==> src/rtl/spi_burst_command_handler_if.sv <==
`default_nettype none
// ============================================================================
// Module   : spi_burst_command_handler_if
// Purpose  : Command-side and byte-shifter-side signals of the burst handler.
// Revision : 1.0 - initial release
// ============================================================================
interface spi_burst_command_handler_if #(
    parameter int PACKAGE_SIZE = 8,
    parameter int MAX_BURST    = 8,
    parameter int NUM_CS       = 2
);
    localparam int CS_W  = (NUM_CS > 1) ? $clog2(NUM_CS) : 1;
    localparam int LEN_W = $clog2(MAX_BURST + 1);

    logic                              cmd_valid;
    logic                              cmd_ready;
    logic                              cmd_rw;
    logic [CS_W-1:0]                   cmd_cs;
    logic [PACKAGE_SIZE-2:0]           cmd_addr;
    logic [LEN_W-1:0]                  cmd_len;
    logic [MAX_BURST*PACKAGE_SIZE-1:0] wr_data;
    logic [MAX_BURST*PACKAGE_SIZE-1:0] rd_data;
    logic                              rd_valid;
    logic                              error;
    logic                              busy;
    logic [NUM_CS-1:0]                 csb;
    logic                              spi_send;
    logic [PACKAGE_SIZE-1:0]           spi_tx;
    logic                              spi_busy;
    logic                              spi_done;
    logic [PACKAGE_SIZE-1:0]           spi_rx;

    modport slave (
        input  cmd_valid, cmd_rw, cmd_cs, cmd_addr, cmd_len, wr_data,
        input  spi_busy, spi_done, spi_rx,
        output cmd_ready, rd_data, rd_valid, error, busy, csb, spi_send, spi_tx
    );

    modport master (
        output cmd_valid, cmd_rw, cmd_cs, cmd_addr, cmd_len, wr_data,
        output spi_busy, spi_done, spi_rx,
        input  cmd_ready, rd_data, rd_valid, error, busy, csb, spi_send, spi_tx
    );
endinterface
`default_nettype wire

==> src/rtl/spi_burst_command_handler.sv <==
`default_nettype none
// ============================================================================
// Module   : spi_burst_command_handler
// Purpose  : Multi-byte SPI register burst sequencer driving a byte shifter.
// Revision : 1.0 - initial release
// ============================================================================
module spi_burst_command_handler #(
    parameter int PACKAGE_SIZE = 8,
    parameter int MAX_BURST    = 8,
    parameter int NUM_CS       = 2,
    parameter int CS_GUARD     = 2
) (
    input  wire logic                  clk,
    input  wire logic                  rstb,
    spi_burst_command_handler_if.slave bus
);
    localparam int CS_W   = (NUM_CS > 1) ? $clog2(NUM_CS) : 1;
    localparam int LEN_W  = $clog2(MAX_BURST + 1);
    localparam int ADDR_W = PACKAGE_SIZE - 1;
    localparam int GD_W   = $clog2(CS_GUARD + 1);
    localparam int DATA_W = MAX_BURST * PACKAGE_SIZE;

    localparam logic [2:0] c_st_idle  = 3'd0;
    localparam logic [2:0] c_st_setup = 3'd1;
    localparam logic [2:0] c_st_addr  = 3'd2;
    localparam logic [2:0] c_st_data  = 3'd3;
    localparam logic [2:0] c_st_hold  = 3'd4;
    localparam logic [2:0] c_st_done  = 3'd5;

    localparam logic [GD_W-1:0] c_guard_last = GD_W'(CS_GUARD - 1);

    logic [2:0]              r_state;
    logic [2:0]              w_next;
    logic                    r_rw;
    logic [CS_W-1:0]         r_cs;
    logic [ADDR_W-1:0]       r_addr;
    logic [LEN_W-1:0]        r_len;
    logic [LEN_W-1:0]        r_idx;
    logic [DATA_W-1:0]       r_wr_data;
    logic [DATA_W-1:0]       r_rd_data;
    logic [GD_W-1:0]         r_gcnt;
    logic                    r_pending;
    logic                    r_send;
    logic                    r_error;
    logic [PACKAGE_SIZE-1:0] r_tx;

    logic                    w_accept;
    logic                    w_cmd_ok;
    logic                    w_in_byte;
    logic                    w_issue;
    logic                    w_byte_done;
    logic                    w_last;
    logic                    w_guard_end;
    logic [NUM_CS-1:0]       w_csb;
    logic                    w_ready;
    logic                    w_busy;
    logic                    w_rd_valid;

    assign w_accept    = bus.cmd_valid && (r_state == c_st_idle);
    assign w_cmd_ok    = (int'(bus.cmd_len) != 0) && (int'(bus.cmd_len) <= MAX_BURST)
                         && (int'(bus.cmd_cs) < NUM_CS);
    assign w_in_byte   = (r_state == c_st_addr) || (r_state == c_st_data);
    // r_pending guarantees exactly one spi_done is consumed per spi_send
    assign w_issue     = w_in_byte && !r_pending && !bus.spi_busy;
    assign w_byte_done = w_in_byte && r_pending && bus.spi_done;
    assign w_last      = (r_idx + LEN_W'(1)) == r_len;
    assign w_guard_end = (r_gcnt == c_guard_last);

    always_ff @(posedge clk or negedge rstb) begin
        if (!rstb) begin
            r_state <= c_st_idle;
        end else begin
            r_state <= w_next;
        end
    end

    always_comb begin
        w_next = r_state;
        case (r_state)
            c_st_idle:  if (w_accept && w_cmd_ok) w_next = c_st_setup;
            c_st_setup: if (w_guard_end) w_next = c_st_addr;
            c_st_addr:  if (w_byte_done) w_next = c_st_data;
            c_st_data: begin
                if (w_byte_done) begin
                    if (w_last) begin
                        w_next = c_st_hold;
                    end else if (!r_rw) begin
                        w_next = c_st_addr;
                    end
                end
            end
            c_st_hold:  if (w_guard_end) w_next = c_st_done;
            c_st_done:  w_next = c_st_idle;
            default:    w_next = c_st_idle;
        endcase
    end

    always_comb begin
        w_csb      = '1;
        w_ready    = 1'b0;
        w_busy     = 1'b1;
        w_rd_valid = 1'b0;
        case (r_state)
            c_st_idle: begin
                w_ready = 1'b1;
                w_busy  = 1'b0;
            end
            c_st_setup, c_st_addr, c_st_data, c_st_hold: w_csb[r_cs] = 1'b0;
            c_st_done: w_rd_valid = 1'b1;
            default: ;
        endcase
    end

    always_ff @(posedge clk or negedge rstb) begin
        if (!rstb) begin
            r_rw      <= 1'b0;
            r_cs      <= '0;
            r_addr    <= '0;
            r_len     <= '0;
            r_idx     <= '0;
            r_wr_data <= '0;
            r_rd_data <= '0;
            r_gcnt    <= '0;
            r_pending <= 1'b0;
            r_send    <= 1'b0;
            r_error   <= 1'b0;
            r_tx      <= '0;
        end else begin
            r_send  <= 1'b0;
            r_error <= 1'b0;

            if (w_accept) begin
                if (w_cmd_ok) begin
                    r_rw      <= bus.cmd_rw;
                    r_cs      <= bus.cmd_cs;
                    r_addr    <= bus.cmd_addr;
                    r_len     <= bus.cmd_len;
                    r_wr_data <= bus.wr_data;
                    r_idx     <= '0;
                    if (bus.cmd_rw) begin
                        r_rd_data <= '0;
                    end
                end else begin
                    r_error <= 1'b1;
                end
            end

            if (((r_state == c_st_setup) || (r_state == c_st_hold)) && !w_guard_end) begin
                r_gcnt <= r_gcnt + GD_W'(1);
            end else begin
                r_gcnt <= '0;
            end

            if (w_issue) begin
                r_send    <= 1'b1;
                r_pending <= 1'b1;
                if (r_state == c_st_addr) begin
                    r_tx <= {r_rw, r_addr};
                end else if (r_rw) begin
                    r_tx <= '0;
                end else begin
                    r_tx <= r_wr_data[r_idx*PACKAGE_SIZE +: PACKAGE_SIZE];
                end
            end

            if (w_byte_done) begin
                r_pending <= 1'b0;
                if (r_state == c_st_data) begin
                    if (r_rw) begin
                        r_rd_data[r_idx*PACKAGE_SIZE +: PACKAGE_SIZE] <= bus.spi_rx;
                    end
                    // Writes re-address every byte; the address wraps naturally
                    if (!w_last) begin
                        r_idx <= r_idx + LEN_W'(1);
                        if (!r_rw) begin
                            r_addr <= r_addr + ADDR_W'(1);
                        end
                    end
                end
            end
        end
    end

    assign bus.cmd_ready = w_ready;
    assign bus.busy      = w_busy;
    assign bus.rd_valid  = w_rd_valid;
    assign bus.csb       = w_csb;
    assign bus.error     = r_error;
    assign bus.spi_send  = r_send;
    assign bus.spi_tx    = r_tx;
    assign bus.rd_data   = r_rd_data;
endmodule
`default_nettype wire

==> src/flat_wrapper.sv <==
// flat-port wrapper written by rule: the top's interface ports become plain ports
module spi_burst_command_handler_flat 
#(
    parameter int PACKAGE_SIZE = 8,
    parameter int MAX_BURST    = 8,
    parameter int NUM_CS       = 2,
    parameter int CS_GUARD     = 2
)
  (clk, rstb, bus_cmd_valid, bus_cmd_rw, bus_cmd_cs, bus_cmd_addr, bus_cmd_len, bus_wr_data, bus_spi_busy, bus_spi_done, bus_spi_rx, bus_cmd_ready, bus_rd_data, bus_rd_valid, bus_error, bus_busy, bus_csb, bus_spi_send, bus_spi_tx);
  spi_burst_command_handler_if #(.PACKAGE_SIZE(PACKAGE_SIZE), .MAX_BURST(MAX_BURST), .NUM_CS(NUM_CS)) bus_i ();
  input  wire logic clk;
  input  wire logic rstb;
  input wire logic [$bits(bus_i.cmd_valid)-1:0] bus_cmd_valid;
  input wire logic [$bits(bus_i.cmd_rw)-1:0] bus_cmd_rw;
  input wire logic [$bits(bus_i.cmd_cs)-1:0] bus_cmd_cs;
  input wire logic [$bits(bus_i.cmd_addr)-1:0] bus_cmd_addr;
  input wire logic [$bits(bus_i.cmd_len)-1:0] bus_cmd_len;
  input wire logic [$bits(bus_i.wr_data)-1:0] bus_wr_data;
  input wire logic [$bits(bus_i.spi_busy)-1:0] bus_spi_busy;
  input wire logic [$bits(bus_i.spi_done)-1:0] bus_spi_done;
  input wire logic [$bits(bus_i.spi_rx)-1:0] bus_spi_rx;
  output wire logic [$bits(bus_i.cmd_ready)-1:0] bus_cmd_ready;
  output wire logic [$bits(bus_i.rd_data)-1:0] bus_rd_data;
  output wire logic [$bits(bus_i.rd_valid)-1:0] bus_rd_valid;
  output wire logic [$bits(bus_i.error)-1:0] bus_error;
  output wire logic [$bits(bus_i.busy)-1:0] bus_busy;
  output wire logic [$bits(bus_i.csb)-1:0] bus_csb;
  output wire logic [$bits(bus_i.spi_send)-1:0] bus_spi_send;
  output wire logic [$bits(bus_i.spi_tx)-1:0] bus_spi_tx;
  assign bus_i.cmd_valid = bus_cmd_valid;
  assign bus_i.cmd_rw = bus_cmd_rw;
  assign bus_i.cmd_cs = bus_cmd_cs;
  assign bus_i.cmd_addr = bus_cmd_addr;
  assign bus_i.cmd_len = bus_cmd_len;
  assign bus_i.wr_data = bus_wr_data;
  assign bus_i.spi_busy = bus_spi_busy;
  assign bus_i.spi_done = bus_spi_done;
  assign bus_i.spi_rx = bus_spi_rx;
  assign bus_cmd_ready = bus_i.cmd_ready;
  assign bus_rd_data = bus_i.rd_data;
  assign bus_rd_valid = bus_i.rd_valid;
  assign bus_error = bus_i.error;
  assign bus_busy = bus_i.busy;
  assign bus_csb = bus_i.csb;
  assign bus_spi_send = bus_i.spi_send;
  assign bus_spi_tx = bus_i.spi_tx;
  spi_burst_command_handler #(.PACKAGE_SIZE(PACKAGE_SIZE), .MAX_BURST(MAX_BURST), .NUM_CS(NUM_CS), .CS_GUARD(CS_GUARD)) u_core (.clk(clk), .rstb(rstb), .bus(bus_i));
endmodule
==> config.mk <==
export PLATFORM = sky130hd
export DESIGN_NAME = spi_burst_command_handler_flat
export DESIGN_NICKNAME = d
export VERILOG_FILES = /design/src/rtl/spi_burst_command_handler_if.sv /design/src/rtl/spi_burst_command_handler.sv /design/src/flat_wrapper.sv
export SDC_FILE = /design/constraint.sdc
export NUM_CORES = 1
export LEC_CHECK = 0
export ABC_CLOCK_PERIOD_IN_PS = 3700
export BUFFER_PORTS_ARGS = -buffer_cell sky130_fd_sc_hd__buf_2
export CAP_MARGIN = 20
export CORE_MARGIN = 5
export CORE_UTILIZATION = 54
export CTS_CLUSTER_DIAMETER = 100
export DETAILED_ROUTE_END_ITERATION = 10
export GPL_TIMING_DRIVEN = 1
export PLACE_DENSITY = 0.78
export SLEW_MARGIN = 10
export SYNTH_ARGS = -nofsm -noshare
export SYNTH_HDL_FRONTEND = slang
export SYNTH_SLANG_ARGS = --single-unit
==> constraint.sdc <==
create_clock -name clk -period 3.7 [get_ports clk]
set_clock_uncertainty 0.2 [all_clocks]
set_input_delay 0 -clock clk [delete_from_list [all_inputs] [get_ports clk]]
set_output_delay 0 -clock clk [all_outputs]
set_load 0.02 [all_outputs]
# Word level (Yosys, flattened, before mapping)
# Index checks and enable logic that the tools add are counted.
# Widths: inputs -> output; s select.
# word_totals
ff_bits	161
input_bits	90
# classes
reduce_logical	20
n_addsub	4
n_mux	40
n_lt_le_gt_ge	3
shift	3
bitwise_logic	1
n_eq_ne	13
# ops
op	count
$mux 64	6
$bwmux 64	1
$shift 8x34->64 const A	1
$shiftx 64x8->8	1
$shiftx 8x34->64	1
$mux 7	6
$neg 7->34	1
$mux 3	7
$mux 4	5
$mux 8	2
$pmux 3 s5	1
$logic_and 1x1->1	9
$mux 1	9
$ne 2x1->1 const B	4
$add 7x1->7 const B	1
$eq 3x2->1 const B	2
$eq 3x3->1 const B	2
$reduce_and 6->1	1
$add 4x1->4 const B	1
$eq 4x4->1	1
$le 4x4->1 const B	1
$mux 2	2
$reduce_bool 4->1	1
$reduce_or 4->1	1
14 further kinds	17

# Longest topological paths before layout
# logic_depth
depth_word	8
ltp_mapped	11
ltp_nobuf	7

# Worst setup path after synthesis
# No wires, ideal clock.
# synth_timing
kind	register -> register
startpoint	register u_core.r_idx[1]
endpoint	register u_core.r_addr[2]
n_path_buf	3
slack_ps	677
setup_ps	119
path_stages_with_launch	11
arrival_time_ps	2703
synth_period_minus_slack_ps	3023
path_cell_list	dfrtp_1 -> buf_1 -> buf_2 -> inv_1 -> ha_1 -> clkbuf_1 -> xnor2_1 -> nand3_1 -> o21ai_2 -> mux2_2 -> o21ba_2
# synth_between
elab_chain_len	5
# synth_rtl
element	line	source
from (decl)	spi_burst_command_handler.sv:38	logic [LEN_W-1:0] r_idx;
from (signal assigned)	spi_burst_command_handler.sv:174	r_idx <= r_idx + LEN_W'(1);
$add 4x1->4	spi_burst_command_handler.sv:66	assign w_last = (r_idx + LEN_W'(1)) == r_len;
$eq 4x4->1	spi_burst_command_handler.sv:66	
$mux 7	spi_burst_command_handler.sv:173	if (!w_last) begin
$mux 7	spi_burst_command_handler.sv:168	if (r_state == c_st_data) begin
$mux 7	spi_burst_command_handler.sv:166	if (w_byte_done) begin
to (signal assigned)	spi_burst_command_handler.sv:136	r_addr <= bus.cmd_addr;
to (signal assigned)	spi_burst_command_handler.sv:176	r_addr <= r_addr + ADDR_W'(1);
to (decl)	spi_burst_command_handler.sv:36	logic [ADDR_W-1:0] r_addr;
# Every way passes these cells.
# A chain may end at the register's enable or synchronous reset.

# Worst setup path in the final report
# layout_timing
startpoint	register u_core.r_idx[0]
endpoint	register u_core.r_rd_data[39], in the netlist u_core.bus.rd_data[39]
# layout_between
elab_chain_len	6
word_cells_on_any_way	7
classes_between	1 x add/sub; 2 x shift; 4 x mux
# layout_rtl
element	line	source
$neg 7->34 *	spi_burst_command_handler.sv:170	r_rd_data[r_idx*PACKAGE_SIZE +: PACKAGE_SIZE] <= bus.spi_rx;
$shiftx 8x34->64 / $shift 8x34->64 (equally long branches)	spi_burst_command_handler.sv:170	
$bwmux 64 *	spi_burst_command_handler.sv:170	
$mux 64 *	spi_burst_command_handler.sv:169	if (r_rw) begin
$mux 64 *	spi_burst_command_handler.sv:168	
$mux 64 *	spi_burst_command_handler.sv:166	
to (signal, indexed assignment)	spi_burst_command_handler.sv:170	
to (decl)	spi_burst_command_handler.sv:40	logic [DATA_W-1:0] r_rd_data;
# Mark *: on every way between the ends. The rest lies on a longest branch, timed or not.

==> flow_results.org <==
** Clock tree
- Clock transition time at the flip-flop clock pins of the worst setup and hold paths :: about 0.07 ns
- Largest buffer count on any clock path :: 2
- Clock tree synthesis selected as its root buffer the cell sky130_fd_sc_hd__clkbuf_16.
- Number of buffers inserted during clock tree synthesis :: 17
- The H-tree was split into 4 levels.
- CTS tree :: done
- Sink count of the clock tree :: 161
- Once the clock tree was built, the setup fixing pass inserted 0 buffers.
- Latest clock arrival within the worst-skew pair :: 0.43 ns

** Detailed routing
- The first detailed-routing pass took 6 iterations.
- Number of DRC markers in iteration 0 :: 630
- Via count of the routed design :: 6,409
- Post-route DRC violation count :: 0
- Count of antenna-violating nets left after detailed routing :: 0
- Post-detailed-route via-to-cell ratio :: approximately 5.7
- Summed over all layers, the routed wires come to 21.3 mm.
- Routed wire length per instance :: 18.8 um

** Synth
- Average instance area after synthesis :: between 10 and 15 um^2
- Asr flop ratio synth :: 100%
- FF+latch count, synth :: between 150 and 200
- Post-Syn Area :: 7330 um^2
- The Yosys step of the flow raised 0 warnings.
- Synthesis produced a netlist whose cell count is between 600 and 700.
- The most used flip-flop cell after synthesis is sky130_fd_sc_hd__dfrtp_1.
- In this run, distinct cell masters in the synthesized netlist total between 50 and 60.
- Counting every net in the synthesized netlist gives between 700 and 800.
- Yosys mapped a number of flops with a built-in enable equal to 0.
- Seq/Total Area, Yosys :: 55.0%

** Setup path
- Endpoint kind of the worst setup timing path :: flip-flop
- Category of the worst setup path launch point :: flip-flop
- For the worst setup path, the data arrival time is approximately 3.1 ns.
- The worst register-to-register path ends at u_core.bus.rd_data[39]$_DFF_PN0_.
- The worst register-to-register path begins at u_core.r_idx[0]$_DFF_PN0_.
- The critical path is of the flip-flop to flip-flop type.
- Crit Path Max Fanout :: 10
- R2R Setup Slk :: 0.75 ns
- For the worst setup path, the data required time is 3.85 ns.
- For the worst flop-to-flop path, the logic depth is 7.

** Floorplan
- Die area :: 16,000 um^2
- approximately 170 I/O pins were placed.
- Measured along the x axis, the die boundary spans ~130 um.
- In this run the vertical extent of the chip is about 130 um.
- The floorplan step defined a core boundary enclosing 13,300 um^2.
- Initial core utilization :: a little under three fifths
- Row generation in the floorplan step produced 42 rows.

** Timing
- The final count of hold timing violations came to 17.
- After layout, the worst path uses between 70% and 80% of the clock period.
- Worst hold margin :: -0.0374 ns
- Worst-Margin Slew :: between 1 and 1.5 ns
- Setup violations remaining at the end of the flow were counted as 0.
- Setup repair after global routing left no endpoint under its margin.
- Across all setup checks in the final design, the least slack found is between 0.7 and 0.8 ns.
- For the finished layout, the period the worst path requires is ~3 ns.
- The final number of max-transition violations was 0.
- The worst pin sits at a relative slew slack of a little under a third.
- Based on the critical path, the design can be clocked at up to 339 MHz.
- Summed over all failing endpoints, the final setup total negative slack is 0 ns.

** Placement
- Timing analysis after detailed placement gives a worst setup slack of approximately 0.8 ns.
- At the end of routability-driven placement, the weighted congestion stood at around 0.85.
- Once detailed placement completed, the half-perimeter wirelength came to approximately 13 mm.
- Buffers placed on the I/O ports in this run total 168.

** Finish
- Antenna diode count :: 0
- Post-layout net count :: around 1,000
- Most frequent cells in the layout :: sky130_fd_sc_hd__nand2_1 (242), sky130_fd_sc_hd__buf_2 (167), sky130_fd_sc_hd__dfrtp_1 (161), sky130_fd_sc_hd__dlygate4sd3_1 (91), sky130_fd_sc_hd__o2bb2ai_1 (48)
- Relative to the synthesized area, the layout overhead comes to 33.2%.
- Fill cell count :: approximately 870
- Of the cells placed in the final design, the portion with a size suffix greater than 1 is 25.5%.
- The library cell used most frequently in the layout, excluding fill and tap cells, is sky130_fd_sc_hd__nand2_1.

** Power
- Cell internal power was estimated by the tool at between 4 and 5 mW.
- Psw :: 2.45 mW
- Fraction of power consumed by the clock network :: between 20% and 30%
- Static Leak :: 4.85 nW
- Worst voltage drop across the vdd grid :: about 0.00046 V
- Switching power as a share of total power :: a little under two fifths
- Combinational share of power :: 34.4%
- Dividing total power by cell area gives a power density of 680 nW/um^2.
- Registers are responsible for between 30% and 40% of the overall power.

** Global route
- Grt total ovfl :: 0
- The number of antenna violations at the first check in global routing is 0.
- For this run, the total global-route usage over all layers was measured as between 20% and 30%.
- The first global-routing pass estimated 34.6 mm of wire.
- The number of global-route vias before repair is between 6,000 and 7,000.
- Entering global routing, the biggest net connects between 80 and 90 pins.

** Job
- Max Cap Viol :: 0

** Hold path
- The path class of the tightest hold or removal check is primary input to asynchronous set/reset pin.

** Outcome
- Outcome :: complete, but fails checks
- Violated checks :: negative hold slack
power by group through the flow:
| stage | sequential, mW | combinational, mW | clock [mW] |
|---|---|---|---|
| final | 2.65 | 2.29 | 1.70 |
| after global routing | 2.71 | 2.49 | 1.79 |
| after CTS | 2.63 | 2.25 | 1.71 |
| after detailed placement | 2.66 | 2.14 | 0 |
| after global placement | 2.63 | 2.07 | 0 |
| after floorplan | 2.65 | 1.50 | 0 |
kinds of logic (layout without fill, tap and decap cells):
group	after synthesis	after routing	synth area share (%)
fa+ha+maj	8	8	1.37
simple gates	318	318	18.7
mux	34	34	7.39
compound gates	119	119	13.4
buf+inv	47	309	3.04
xor+xnor	8	8	1.14
flops	161	161	55.0
cells in the mapped netlist (all sizes together) (2+ instances only):
cell type | n | area [um^2]
nand3 | 16 | 80.1
clkbuf | 11 | 45.1
buf | 23 | 129
nor3 | 2 | 15.0
a31oi | 3 | 18.8
a21oi | 29 | 216
a221oi | 4 | 35.0
o21bai | 2 | 18.8
and2 | 4 | 25.0
o22ai | 2 | 12.5
xnor2 | 5 | 43.8
and4 | 5 | 43.8
nand2 | 243 | 912
mux4 | 16 | 360
nor3b | 4 | 40.0
nor4b | 2 | 32.5
o32ai | 4 | 35.0
a22o | 8 | 70.1
dfrtp | 161 | 4030
o21ai | 9 | 48.8
or3 | 4 | 25.0
and3 | 2 | 12.5
nor2 | 28 | 113
inv | 13 | 48.8
xor2 | 2 | 17.5
mux2i | 17 | 170
o21a | 2 | 15.0
o2bb2ai | 48 | 420
ha | 8 | 100
routing by layer:
layer  up-vias  track usage, %  wire [um]
met5         -               0          0
met4         0            7.95        468
met3        51            6.64       1530
met2       318            48.9      11200
met1      3136            33.1       8120
li1       2904               -          -
area by class of cell:
cell class	instances	area, um^2	share of cell area [%]
clock buffer	18	439	4.50
clock inverter	13	126	1.29
inverter	13	48.8	0.500
multi-input combinational	487	3080	31.6
sequential	161	4030	41.3
tap	176	220	2.26
timing repair buffer	265	1820	18.6
sequential cells by signal (all words and copies together), names as in the netlist, 2 cells and up:
name	count
u_core.r_state	3
u_core.r_gcnt	2
u_core.r_idx	4
u_core.r_addr	7
u_core.r_wr_data	64
u_core.bus.rd_data	64
u_core.r_len	4
u_core.bus.spi_tx	8
through the flow:
stage	hold slack [ns]	power, mW	instance area, um^2	utilization [%]	std cells
after floorplan	-0.496	4.15	7330	-	695
after global placement	-0.129	4.69	8280	62.3	1011
after detailed placement	-0.112	4.80	8280	62.3	1011
after CTS	0.00539	6.59	9760	73.4	1133
after global routing	0.0486	7.00	9760	73.4	1133
final	-0.0374	6.64	9760	73.4	1133
worst max-delay path, stage by stage (launching register included):
cell                      delay, ns
sky130_fd_sc_hd__dfrtp_1       0.56
sky130_fd_sc_hd__inv_1         0.14
sky130_fd_sc_hd__ha_1          0.28
sky130_fd_sc_hd__xnor2_1       0.25
sky130_fd_sc_hd__and4_1        0.28
sky130_fd_sc_hd__and2_1        0.36
sky130_fd_sc_hd__and4_1        0.55
sky130_fd_sc_hd__mux2i_1       0.26
what timing repair did:
item | CTS | global route
hold buffers | 91 | 0
endpoints found under the hold margin | 235 | 0
gates resized for setup | 0 | 0
endpoints found under the setup margin | 0 | 0
worst max-delay path by stage:
stage | startpoint | end | cells past startpoint
CTS | u_core.r_idx[0]$_DFF_PN0_ | u_core.bus.rd_data[35]$_DFF_PN0_ | 7
global placement | u_core.r_idx[0]$_DFF_PN0_ | u_core.r_addr[2]$_DFF_PN0_ | 7
finish | u_core.r_idx[0]$_DFF_PN0_ | u_core.bus.rd_data[39]$_DFF_PN0_ | 7
detailed placement | u_core.r_idx[0]$_DFF_PN0_ | u_core.r_addr[2]$_DFF_PN0_ | 7
global route | u_core.r_idx[0]$_DFF_PN0_ | u_core.bus.rd_data[32]$_DFF_PN0_ | 7
floorplan | u_core.r_idx[1]$_DFF_PN0_ | u_core.r_addr[2]$_DFF_PN0_ | 10
No activity file was read; power rests on OpenSTA's default activity.
